### src/rtl/msg_uart_tx.sv
// msg_uart_tx: walks a 16-entry character ROM and sends each byte as an async serial frame.
// Optional even-parity bit (8E1) when MSG_UART_PARITY_EN is defined; otherwise 8N1.
`default_nettype none

module msg_uart_tx #(
  parameter int CLKS_PER_BIT = 16,
  parameter int MSG_LEN      = 11
) (
  input  logic       clk,
  input  logic       reset,
  input  logic       start,
  output logic [3:0] rom_addr,
  input  logic [7:0] rom_data,
  output logic       tx,
  output logic       busy,
  output logic       done
);

  typedef enum logic [2:0] {
    S_IDLE   = 3'd0,
    S_FETCH  = 3'd1,
    S_START  = 3'd2,
    S_DATA   = 3'd3,
    S_PARITY = 3'd4,
    S_STOP   = 3'd5
  } state_t;

  localparam logic [15:0] c_BAUD_LAST = 16'(CLKS_PER_BIT - 1);
  localparam logic [3:0]  c_IDX_LAST  = 4'(MSG_LEN - 1);

  state_t      r_state;
  state_t      w_state_nxt;
  logic [3:0]  r_idx;
  logic [7:0]  r_char;
  logic [2:0]  r_bit;
  logic [2:0]  w_bit_nxt;
  logic [15:0] r_baud;
  logic        r_tx;
  logic        w_tx_nxt;
  logic        r_done;
  logic        w_msg_end;
  logic        w_baud_end;
  logic        w_in_frame;

  always_ff @(posedge clk or posedge reset) begin
    if (reset) begin
      r_state <= S_IDLE;
    end else begin
      r_state <= w_state_nxt;
    end
  end

  always_comb begin
    w_state_nxt = r_state;
    w_msg_end   = 1'b0;
    w_bit_nxt   = r_bit;
    w_baud_end  = (r_baud == c_BAUD_LAST);
    w_in_frame  = (r_state == S_START) || (r_state == S_DATA) ||
                  (r_state == S_PARITY) || (r_state == S_STOP);
    case (r_state)
      S_IDLE: begin
        if (start) begin
          w_state_nxt = S_FETCH;
        end
      end
      S_FETCH: begin
        w_bit_nxt = 3'd0;
        if (rom_data == 8'h00) begin
          w_state_nxt = S_IDLE;
          w_msg_end   = 1'b1;
        end else begin
          w_state_nxt = S_START;
        end
      end
      S_START: begin
        if (w_baud_end) begin
          w_state_nxt = S_DATA;
        end
      end
      S_DATA: begin
        if (w_baud_end) begin
          w_bit_nxt = r_bit + 3'd1;
          if (r_bit == 3'd7) begin
`ifdef MSG_UART_PARITY_EN
            w_state_nxt = S_PARITY;
`else
            w_state_nxt = S_STOP;
`endif
          end
        end
      end
      S_PARITY: begin
        if (w_baud_end) begin
          w_state_nxt = S_STOP;
        end
      end
      S_STOP: begin
        if (w_baud_end) begin
          if (r_idx == c_IDX_LAST) begin
            w_state_nxt = S_IDLE;
            w_msg_end   = 1'b1;
          end else begin
            w_state_nxt = S_FETCH;
          end
        end
      end
      default: begin
        w_state_nxt = S_IDLE;
      end
    endcase
  end

  // Line level is computed from the next state so tx leaves a flop, glitch-free.
  always_comb begin
    w_tx_nxt = 1'b1;
    case (w_state_nxt)
      S_START:  w_tx_nxt = 1'b0;
      S_DATA:   w_tx_nxt = r_char[w_bit_nxt];
      S_PARITY: w_tx_nxt = ^r_char;
      default:  w_tx_nxt = 1'b1;
    endcase
  end

  always_ff @(posedge clk or posedge reset) begin
    if (reset) begin
      r_idx  <= 4'd0;
      r_char <= 8'd0;
      r_bit  <= 3'd0;
      r_baud <= 16'd0;
      r_tx   <= 1'b1;
      r_done <= 1'b0;
    end else begin
      r_done <= w_msg_end;
      r_tx   <= w_tx_nxt;
      r_bit  <= w_bit_nxt;
      // Reload at every bit boundary so bit timing never accumulates error.
      if (w_in_frame && !w_baud_end) begin
        r_baud <= r_baud + 16'd1;
      end else begin
        r_baud <= 16'd0;
      end
      if ((r_state == S_IDLE) && start) begin
        r_idx <= 4'd0;
      end else if ((r_state == S_STOP) && w_baud_end && (r_idx != c_IDX_LAST)) begin
        r_idx <= r_idx + 4'd1;
      end
      if (r_state == S_FETCH) begin
        r_char <= rom_data;
      end
    end
  end

  assign rom_addr = r_idx;
  assign tx       = r_tx;
  assign busy     = (r_state != S_IDLE);
  assign done     = r_done;

endmodule

`default_nettype wire

### config.mk
export PLATFORM = sky130hd
export DESIGN_NAME = msg_uart_tx
export DESIGN_NICKNAME = d
export VERILOG_FILES = /design/src/rtl/msg_uart_tx.sv
export SDC_FILE = /design/constraint.sdc
export NUM_CORES = 1
export LEC_CHECK = 0
export BUFFER_PORTS_ARGS = -buffer_cell sky130_fd_sc_hd__buf_4
export CORE_ASPECT_RATIO = 0.8
export CORE_UTILIZATION = 59
export DETAILED_ROUTE_END_ITERATION = 16
export PLACE_DENSITY = 0.76
export SLEW_MARGIN = 20
export SYNTH_ARGS = -nofsm -noshare
export SYNTH_HDL_FRONTEND = slang
export SYNTH_SLANG_ARGS = --single-unit
### constraint.sdc
create_clock -name clk -period 2.7 [get_ports clk]
set_clock_uncertainty 0.05 [all_clocks]
set_input_delay 0.135 -clock clk [delete_from_list [all_inputs] [get_ports clk]]
set_output_delay 0.135 -clock clk [all_outputs]
set_load 0.02 [all_outputs]
=== After elaboration in Yosys (flattened, before gate mapping) ===
Cells that the tools add are included.

* Add/subtract/negate cells: 3
* $lt $le $gt $ge: 1
* Equal/unequal tests: 12
* Muxes and demuxes: 21
* Reductions and logical operators: 13

{| class="wikitable"
|+ Operators by type and width
! operator !! count
|-
| 3-bit 2-to-1 mux || 7
|-
| 3-bit one-hot mux with 6 select lines || 1
|-
| 16-bit by 1-bit adder with 16-bit output, second input constant || 1
|-
| 16-bit by 4-bit == test with 1-bit output, second input constant || 1
|-
| 16-bit 2-to-1 mux || 1
|-
| 3-bit by 2-bit == test with 1-bit output, second input constant || 4
|-
| 3-bit == test, second input constant || 4
|-
| 8-bit logical NOT || 1
|-
| 4-bit 2-to-1 mux || 2
|-
| 8-bit XOR reduction || 1
|-
| 3-bit one-hot mux with 2 select lines || 1
|-
| 1-bit 2-to-1 mux || 5
|-
| 4-bit by 1-bit adder with 4-bit output, second input constant || 1
|-
| 4-bit == test, second input constant || 1
|-
| 1-bit logical AND || 4
|-
| 3-bit by 4-bit less-than comparator with 1-bit output, second input constant || 1
|-
| 4-bit inequality test, second input constant || 1
|-
| 3-bit by 1-bit adder with 3-bit output, second input constant || 1
|-
| 1-bit binary-select mux with 3-bit select || 1
|-
| 3-bit by 1-bit == test with 1-bit output, second input constant || 1
|-
| 3-bit logical NOT || 1
|-
| 1-bit logical OR || 3
|-
| 1-bit one-hot mux with 3 select lines || 1
|-
| 3-bit nonzero test || 1
|-
| other kinds (4) || 4
|}

* Register bits after elaboration: 36
* Input port bits: 11
* Output and inout port bits: 7
* Word-level logic and storage cells: 57

=== Depth between registers and ports, before layout ===
Gate-level depths: netlist of the first run.

* Depth in word-level cells: 6
* Depth in mapped cells: 9
* Gate-level depth less buffers: 8

=== Least setup slack after synthesis of the first run ===
No wires, ideal clock.

* Path type: register -> register
* From: register r_baud[0]
* To: register r_tx, in the netlist tx
* Library setup time: 76 ps
* Arrival time: 2005 ps
* Required time: 2574 ps
* Path slack: 569 ps
* Stages on the path, launching flop included: 10
* Path buffers: 2
* Clock period less this slack: 2131 ps
* Cells stage by stage: dfrtp_1 -> ha_1 -> and3_1 -> buf_2 -> and4_1 -> clkbuf_2 -> a221o_1 -> a211o_1 -> a2bb2oi_2 -> a31oi_2

* Cells in the longest elaborated chain, start to end: 6
* Elaborated cells on any way between the ends: 14
* Those cells by class: eq/ne (4); mux (10)

{| class="wikitable"
|+ Ends and longest elaborated chain
! element !! RTL line !! RTL
|-
| start, declared || 37 || <nowiki>logic [15:0] r_baud;</nowiki>
|-
| start signal, assigned || 138 || <nowiki>r_baud <= r_baud + 16'd1;</nowiki>
|-
| 16-bit by 4-bit == test with 1-bit output || 57 || <nowiki>w_baud_end = (r_baud == c_BAUD_LAST);</nowiki>
|-
| 3-bit 2-to-1 mux || 81 || <nowiki>if (w_baud_end) begin</nowiki>
|-
| 3-bit one-hot mux with 2 select lines || 60 || <nowiki>case (r_state)</nowiki>
|-
| net w_bit_nxt[2] || 36 || <nowiki>logic [2:0] w_bit_nxt;</nowiki>
|-
| 1-bit binary-select mux with 3-bit select || 118 || <nowiki>S_DATA: w_tx_nxt = r_char[w_bit_nxt];</nowiki>
|-
| 1-bit 2-to-1 mux (implied by the code) || 118 ||
|-
| 1-bit one-hot mux with 3 select lines || 116 || <nowiki>case (w_state_nxt)</nowiki>
|-
| net w_tx_nxt || 39 || <nowiki>logic w_tx_nxt;</nowiki>
|-
| end signal, assigned || 134 || <nowiki>r_tx <= w_tx_nxt;</nowiki>
|-
| end, declared || 38 || <nowiki>logic r_tx;</nowiki>
|}

The timed path passes the listed nets, and every way through them passes these cells. The select of a mux whose other input is x is not followed.
A chain may end at the register's enable or synchronous reset.

=== Final worst setup path of the first run ===
Same ends and word-level chain as after synthesis.

==> impl_metrics.ini, run 1 <==
[outcome]
run_status = complete, no violations

[timing]
setup_tns_ps = 0
tightest_slew_ps = 745.8
max-slew-margin-rel = 0.5009
finalSetupViolCount = 0
hold_viol_final = 0
fin_crit_sh = 0.8062
drv_slew = 0
max_freq_ghz = 0.4594
fin_crit_ps = 2177
rsz0062_at_grt = no

[pwr]
p_per_area_nw_per_um2 = 905.9
internal_power_w = 0.001312
switching_share = 0.3671
pwr-share-clk = 0.197
power_frac_seq = 0.401
vdd_ir_drop_max_mv = 0.6854
pwr-share-comb = 0.402
p_switching_w = 0.0007610
leakage_nw = 1.052

[floorplanning]
die_x_um = 67.49
boundaryPins = 18
core-area_sq_um = 3176
die_area_sq_um = 3671
initial_core_util = 0.6375
die_height_um = 54.40
fp-row-count = 18

[global_route]
grtUsageMet2 = 0.4109
top_usage_layer = met2
met3_usage = 0.05208
grt_pass1_vias = 1464
antenna_found_initial = 0
grt_first_pass_wirelength_um = 6582
track_usage = 0.2519
grt_max_degree = 20
met1_usage = 0.3325
grt_overflow = 0

[critical_path]
crit_type = flip-flop to flip-flop
cp.required_ps = 2870
path_max_fanout = 7
critPathCaptureType = flip-flop
cp-start-kind = flip-flop
arrival_ps = 2350

[detailed_routing]
initialDrtViolationCount = 91
drc = 0
vias = 1526
ant_nets = 0
first_pass_iters = 7
wirelength_um = 4061
post_drt_wl_per_cell_um = 15.50
vias_per_cell = 5.824

[final_layout]
fin_cells = 262
register_area_sq_um = 902.1
fin_nets = 238
fill_cells = 234
area_delta_synth_final_pct = 13.04
drive_gt1_frac = 0.1892
multi_input_area_sq_um = 1056
antenna_cells = 0

[synthesis]
syn_nets = 219
synth_area_sq_um = 2024
yosysUniqueCellTypes = 50
synth_area_leaders = dfrtp_1 (43%), xnor2_1 (5.6%), nor2_1 (4.8%)
synth_edf_count = 0
post-synth-top-area-cell = dfrtp_1
ys_seq_area_frac = 0.4456
synth_flop_cell = dfrtp_1
syn_avg_cell_area_sq_um = 10.02
syn-instance-count = 202
ys_async_sr_fraction = 1.000
ys_ff_latch = 36
yosysWarningCount = 0
yosysTopAreaCellShare = 0.4326

[placement]
port_buffers = 17
gp_congestion = 0.8745
placedCellCount = 253
hpwl_um = 2941

[clocking]
clock-sinks = 36
cts_tree = built
numCtsBuffers = 5
clk_pin_slew_ps = 70
cts_hold_buf = 1
clkLatencyLatePin_ps = 290
root_buffer = clkbuf_8
h-tree-depth = 2
cts_setup_buffers = 0
ctsResizeCount = 0
max-clock-path-buffers = 2

[worst_hold_path]
hold_path_class = input port to flip-flop

[job]
drv_cap = 0
[final timing paths]
path / start / to / slack, ps / cells after the start
max in group asynchronous: reset / tx / 1350 / 4
min in group asynchronous: reset / r_baud[6] / 470 / 3
max reg2reg: r_baud[0] / tx / 520 / 7
min reg2reg: r_baud[0] / r_baud[0] / 410 / 1
min: rom_data[5] / r_char[5] / 20 / 3
max: r_baud[0] / tx / 520 / 7
[cell families after synthesis]
| logic type | share of synthesized area |
|---|---|
| mux | 0.03522 |
| buf+inv | 0.03275 |
| compound gates | 0.1143 |
| fa+ha+maj | 0.03708 |
| flops | 0.4456 |
| simple gates | 0.2311 |
| xor+xnor | 0.1038 |
[registers in the layout, indices dropped and copies added (netlist names)]
register,count
r_bit,3
r_baud,16
rom_addr,4
tx,1
done,1
r_state,3
r_char,8
[through the flow]
step           hold slack [ps]  setup slack, ps  utilization  total power (W)  cell area (sq um)
2_1_floorplan            201.8            568.9            -         0.001477               2024
3_3_place_gp             214.7            600.0       0.6868         0.001630               2181
3_5_place_dp             244.2            553.1       0.6868         0.001667               2181
4_1_cts                  27.33            530.4       0.7206         0.002080               2288
5_1_grt                  33.43            378.3       0.7206         0.002204               2288
6_report                 19.75            523.3       0.7206         0.002073               2288
[per-layer routing]
layer	part of all wire	vias to the layer above	routed length [um]
met5	0	-	0
met4	0.010	0	41
met3	0.034	5	138
met2	0.47	36	1918
met1	0.48	744	1962
li1	-	741	-
[power by group through the flow]
stage               logic (W)  clock network [W]  registers, W
floorplan            0.000676                  0      0.000801
global placement     0.000803                  0      0.000827
detailed placement   0.000828                  0      0.000839
CTS                  0.000838           0.000412      0.000830
global route         0.000926           0.000428      0.000849
finish               0.000834           0.000409      0.000831
[cell usage in the layout, fill, tap and decap left out, types with 3 or more instances in the layout]
master,instances
ha_1,6
xnor2_1,13
nor4_4,3
xor2_1,11
o21ai_0,5
buf_4,18
and4_1,3
nand3_1,6
inv_1,9
mux2_2,5
nor2b_1,3
a21oi_1,3
and3_1,9
dfrtp_1,35
clkbuf_8,6
nand2_1,19
nor2_1,26
[critical path, cell delays in order, from the launching register on]
cell and delay [ps]:
dfrtp_1 400, ha_1 220, and3_1 270, and4_1 260, a221o_1 370, a211o_1 250, a2bb2oi_2 140, a31oi_2 150
[synthesized netlist by cell type, types with 2 or more instances]
cell type  number
and2_1          2
nor4_4          3
nand2b_1        2
nor2b_1         3
dfrtp_1        35
and3_1          9
clkbuf_1        5
mux2_2          5
o22ai_1         2
a31oi_1         2
inv_1           9
a21oi_1         3
nor4_1          2
nand3_1         6
o21ai_0         5
nand2_1        19
or3_1           2
xor2_1         11
nor2_1         26
and4_1          3
nand4_1         2
xnor2_1        13
ha_1            6
[area by class of cell]
cell class                      instances  share of cell area
Sequential cell                        36              0.3942
Clock inverter                          2            0.006561
Multi-Input combinational cell        149              0.4615
Inverter                               10             0.01640
Tap cell                               40             0.02187
Timing Repair Buffer                   19             0.06342
Clock buffer                            6             0.03609
(Power assumes the default switching activity.)
==> run 2, diff against run 1 <==
CORE_UTILIZATION = 53   (was 59)
PLACE_DENSITY = 0.72   (was 0.76)
clock period = 1.74 ns   (was 2.7 ns; I/O delays follow)
==> impl_metrics.ini, run 2 (synthesized netlist as in run 1, its figures left out) <==
[timing]
finalSetupViolCount = 22
max-slew-margin-rel = 0.6921
tightest_slew_ps = 461.8
max_freq_ghz = 0.4630
hold_viol_final = 0
fin_crit_ps = 2160
setup_ws_ps = -419.6
rsz0062_at_grt = yes
whs_ps = 105.9
drv_slew = 0
setup_tns_ps = -2424
fin_crit_sh = 1.241

[global_route]
track_usage = 0.2646
grt_first_pass_wirelength_um = 8038
grt_max_degree = 37
top_usage_layer = met2
grt_overflow = 0
grt_pass1_vias = 1811
grtUsageMet2 = 0.4684
antenna_found_initial = 0
met1_usage = 0.3111
met3_usage = 0.07597

[critical_path]
crit_type = flip-flop to flip-flop
worst-path-buf-inv = 1
arrival_ps = 2330
crit_path_cell_trace = nor4_4 -> buf_4 -> a41oi_1 -> a221o_1 -> a211o_1 -> a2bb2oi_2 -> a31oi_2
cp.depth = 7
slowest_stage = dfrtp_1
r2r_start = r_baud[5]
r2r_slack_ps = -420
r2r.worst_path.cells = 7
cp.required_ps = 1910
reg2reg_to = tx
slowest_delay_ps = 430
critPathCaptureType = flip-flop
crit_end = tx
path_delay_family = compound AO/OA/AOI/OAI gates
path_max_fanout = 5
cp-start-kind = flip-flop
crit_path_start = r_baud[5]

[final_layout]
layout_commonest_cell = buf_4
mostFrequentLayoutCells = buf_4 (60), dfrtp_1 (35), nor2_1 (25), nand2_1 (18), xnor2_1 (12)
largest_reg_flops = 16
fin_cells = 319
area_delta_synth_final_pct = 40.05
drive_gt1_frac = 0.3755
fin_nets = 293
fin_area_sq_um = 2835
antenna_cells = 0
largest_register = r_baud

[clocking]
numCtsBuffers = 5
clock-sinks = 36
clkLatencyLatePin_ps = 290
clk_pin_slew_ps = 80
h-tree-depth = 2
max-clock-path-buffers = 2
root_buffer = clkbuf_8
cts_tree = built

[outcome]
run_status = finished with violations
violations = negative setup slack

[detailed_routing]
ant_nets = 0
vias_per_cell = 5.524
vias = 1762
wirelength_um = 4839
drc = 0
first_pass_iters = 4
initialDrtViolationCount = 99
post_drt_wl_per_cell_um = 15.17

[floorplanning]
die_height_um = 57.28
fp-row-count = 19
boundaryPins = 18
initial_core_util = 0.5715
die_x_um = 71.10
core-area_sq_um = 3542
die_area_sq_um = 4073

[placement]
placed_area_sq_um = 2489
gp_congestion = 0.7951
hpwl_um = 3201
placedCellCount = 293
port_buffers = 17

[pwr]
vdd_ir_drop_max_mv = 1.031
pwr-share-comb = 0.479
pwr-share-clk = 0.196
p_per_area_nw_per_um2 = 1346
switching_share = 0.3461
power_frac_seq = 0.325
internal_power_w = 0.002496
leakage_nw = 1.350
p_switching_w = 0.001321
power.total_w = 0.003818

[worst_hold_path]
hold_path_class = input port to flip-flop

[job]
drv_cap = 0
## run 2: changes by cell type in the layout (fill, tap and decap cells not counted), moves of 3 or more
cell           previous run  this run
and4_1                    3         0
buf_6                     0         4
buf_4                    18        60
dlygate4sd3_1             1         9
## run 2: power groups by stage
stage	clock (W)	combinational, W	sequential (W)
after global placement	0	0.00158	0.00123
after floorplan	0	0.00105	0.00125
after detailed placement	0	0.00164	0.00125
after CTS	0.000754	0.00170	0.00123
after global routing	0.000796	0.00199	0.00126
final	0.000747	0.00183	0.00124
## run 2: repair_timing
item,CTS,global route
hold buffers,9,0
endpoints found under the setup margin,10,26
gates resized for setup,11,12
cloned,0,0
pin swaps,10,10
buffers inserted,2,7
endpoints found under the hold margin,43,0
## run 2: worst reg2reg max path, stage by stage, from the launching register on
cell	delay [ps]
dfrtp_1	430
nor4_4	430
buf_4	180
a41oi_1	110
a221o_1	330
a211o_1	300
a2bb2oi_2	130
a31oi_2	130
## run 2: area by class of cell
class | count | area [sq um]
Clock inverter | 3 | 42.54
Sequential cell | 36 | 902.1
Timing Repair Buffer | 74 | 605.6
Inverter | 10 | 37.54
Tap cell | 42 | 52.55
Fill cell | 208 | 706.9
Clock buffer | 5 | 68.82
Multi-Input combinational cell | 149 | 1126
## run 2: per-layer routing
layer | part of all wire | vias up
met5 | 0 | -
met4 | 0.015 | 0
met3 | 0.033 | 8
met2 | 0.50 | 35
met1 | 0.45 | 866
li1 | - | 853
## run 2: worst min-delay path by stage
stage                      startpoint     endpoint  slack (ps)  cells past startpoint
after floorplan           rom_data[3]    r_char[3]         150                      2
after global placement          reset   r_baud[14]         170                      3
after detailed placement        reset    r_char[5]         190                      3
after CTS                       start  rom_addr[0]          80                      4
after global routing            start  rom_addr[0]         130                      4
final                           start  rom_addr[0]         110                      4
## run 2: metrics by stage
step / worst slack, ps / utilization
final: -419.6 / 0.8004
after global routing: -479.7 / 0.8004
after CTS: -286.4 / 0.7725
after detailed placement: -299.9 / 0.7026
after global placement: -254.3 / 0.7026
after floorplan: -361.9 / -
==> run 3, diff against run 2 <==
CORE_UTILIZATION = 30   (was 53)
PLACE_DENSITY = 0.44   (was 0.72)
==> impl_metrics.ini, run 3 (synthesized netlist as in run 1, its figures left out) <==
[outcome]
run_status = finished with violations
violations = negative setup slack

[clocking]
clk_pin_slew_ps = 80
max-clock-path-buffers = 2
clkLatencyLatePin_ps = 290
root_buffer = clkbuf_8
numCtsBuffers = 5
clock-sinks = 36
cts_tree = built
h-tree-depth = 2

[timing]
whs_ps = 124.4
max-slew-margin-rel = 0.6777
tightest_slew_ps = 483.5
rsz0062_at_grt = yes
fin_crit_sh = 1.165
max_freq_ghz = 0.4932
setup_ws_ps = -287.8
hold_viol_final = 0
drv_slew = 0
fin_crit_ps = 2028
finalSetupViolCount = 6

[floorplanning]
die_x_um = 93.85
die_area_sq_um = 7083
fp-row-count = 26
boundaryPins = 18
initial_core_util = 0.3143
core-area_sq_um = 6441
die_height_um = 75.48

[pwr]
power.total_w = 0.003830
leakage_nw = 1.369
p_per_area_nw_per_um2 = 1312
vdd_ir_drop_max_mv = 0.6452

[global_route]
track_usage = 0.1466
grt_overflow = 0
met3_usage = 0.03593
met1_usage = 0.2058
antenna_found_initial = 0
grt_max_degree = 37
grt_first_pass_wirelength_um = 7845
top_usage_layer = met2
grtUsageMet2 = 0.2287
grt_pass1_vias = 1654

[critical_path]
r2r_slack_ps = -290
arrival_ps = 2200
path_max_fanout = 2
crit_type = flip-flop to flip-flop
cp-start-kind = flip-flop
r2r.worst_path.cells = 7
critPathCaptureType = flip-flop
cp.required_ps = 1910
r2r_start = r_bit[0]
reg2reg_to = tx

[final_layout]
fin_nets = 294
fin_cells = 362
area_delta_synth_final_pct = 44.19
largest_reg_flops = 16
fin_area_sq_um = 2919
antenna_cells = 0
drive_gt1_frac = 0.3849
mostFrequentLayoutCells = buf_4 (61), dfrtp_1 (35), nor2_1 (25), nand2_1 (18), xnor2_1 (12)
largest_register = r_baud
layout_commonest_cell = buf_4
fill_cells = 639

[detailed_routing]
drc = 0
post_drt_wl_per_cell_um = 12.54
wirelength_um = 4538
first_pass_iters = 4
initialDrtViolationCount = 44
vias = 1659
vias_per_cell = 4.583
ant_nets = 0

[worst_hold_path]
hold_path.startpoint = start
holdPathStages = 4
min_delay_worst_endpoint = rom_addr[3]
hold_path_class = input port to flip-flop

[placement]
placedCellCount = 339
hpwl_um = 3257
port_buffers = 17
placed_area_sq_um = 2571
gp_congestion = 0.7109

[job]
drv_cap = 0
[run 3: how the worst max path moves through the flow]
stage	startpoint	to	slack (ps)	depth (start not counted)
CTS	r_baud[5]	tx	-270	7
detailed placement	r_bit[0]	tx	-270	7
global placement	r_bit[0]	tx	-270	7
finish	r_bit[0]	tx	-290	7
floorplan	r_baud[0]	tx	-360	9
global route	r_baud[4]	tx	-410	8
[run 3: what timing repair did]
action / in CTS / in global routing
endpoints found under the setup margin: 8 / 25
hold buffers: 9 / 0
gates resized for setup: 13 / 12
endpoints found under the hold margin: 43 / 0
pin swaps: 5 / 12
setup buffers: 3 / 4
[run 3: through the flow]
stage            util  worst slack [ps]  TNS [ps]
2_1_floorplan       -            -361.9    -554.9
3_3_place_gp   0.3992            -270.5     -1144
3_5_place_dp   0.3992            -270.4     -1294
4_1_cts        0.4427            -271.4    -991.1
5_1_grt        0.4532            -412.6     -2696
6_report       0.4532            -287.8    -682.1
[run 3: final cells by class]
type	instances	area, sq um	area share
multi-input combinational	149	1135	0.3888
clock inverter	1	30.03	0.01029
tap	84	105.1	0.03601
inverter	10	37.54	0.01286
timing repair buffer	75	613.1	0.2100
clock buffer	7	96.34	0.03300
sequential	36	902.1	0.3090
[run 3: critical path: stages, from the launching register on]
cell and delay [ps]:
dfrtp_1 400, ha_2 190, ha_1 250, and3_1 170, a221o_1 350, a211o_1 290, a2bb2oi_2 140, a31oi_2 120
[run 3: routing by layer]
metal / wire length (um) / share of wire
met4: 40 / 0.0088
met2: 1978 / 0.44
met5: 0 / 0
met1: 2364 / 0.52
met3: 154 / 0.034
[run 3: power by group]
part	switching, W	internal, W
Combinational	0.000803	0.000989
Clock	0.000307	0.000506
Sequential	0.000167	0.00106
Total	0.00128	0.00255
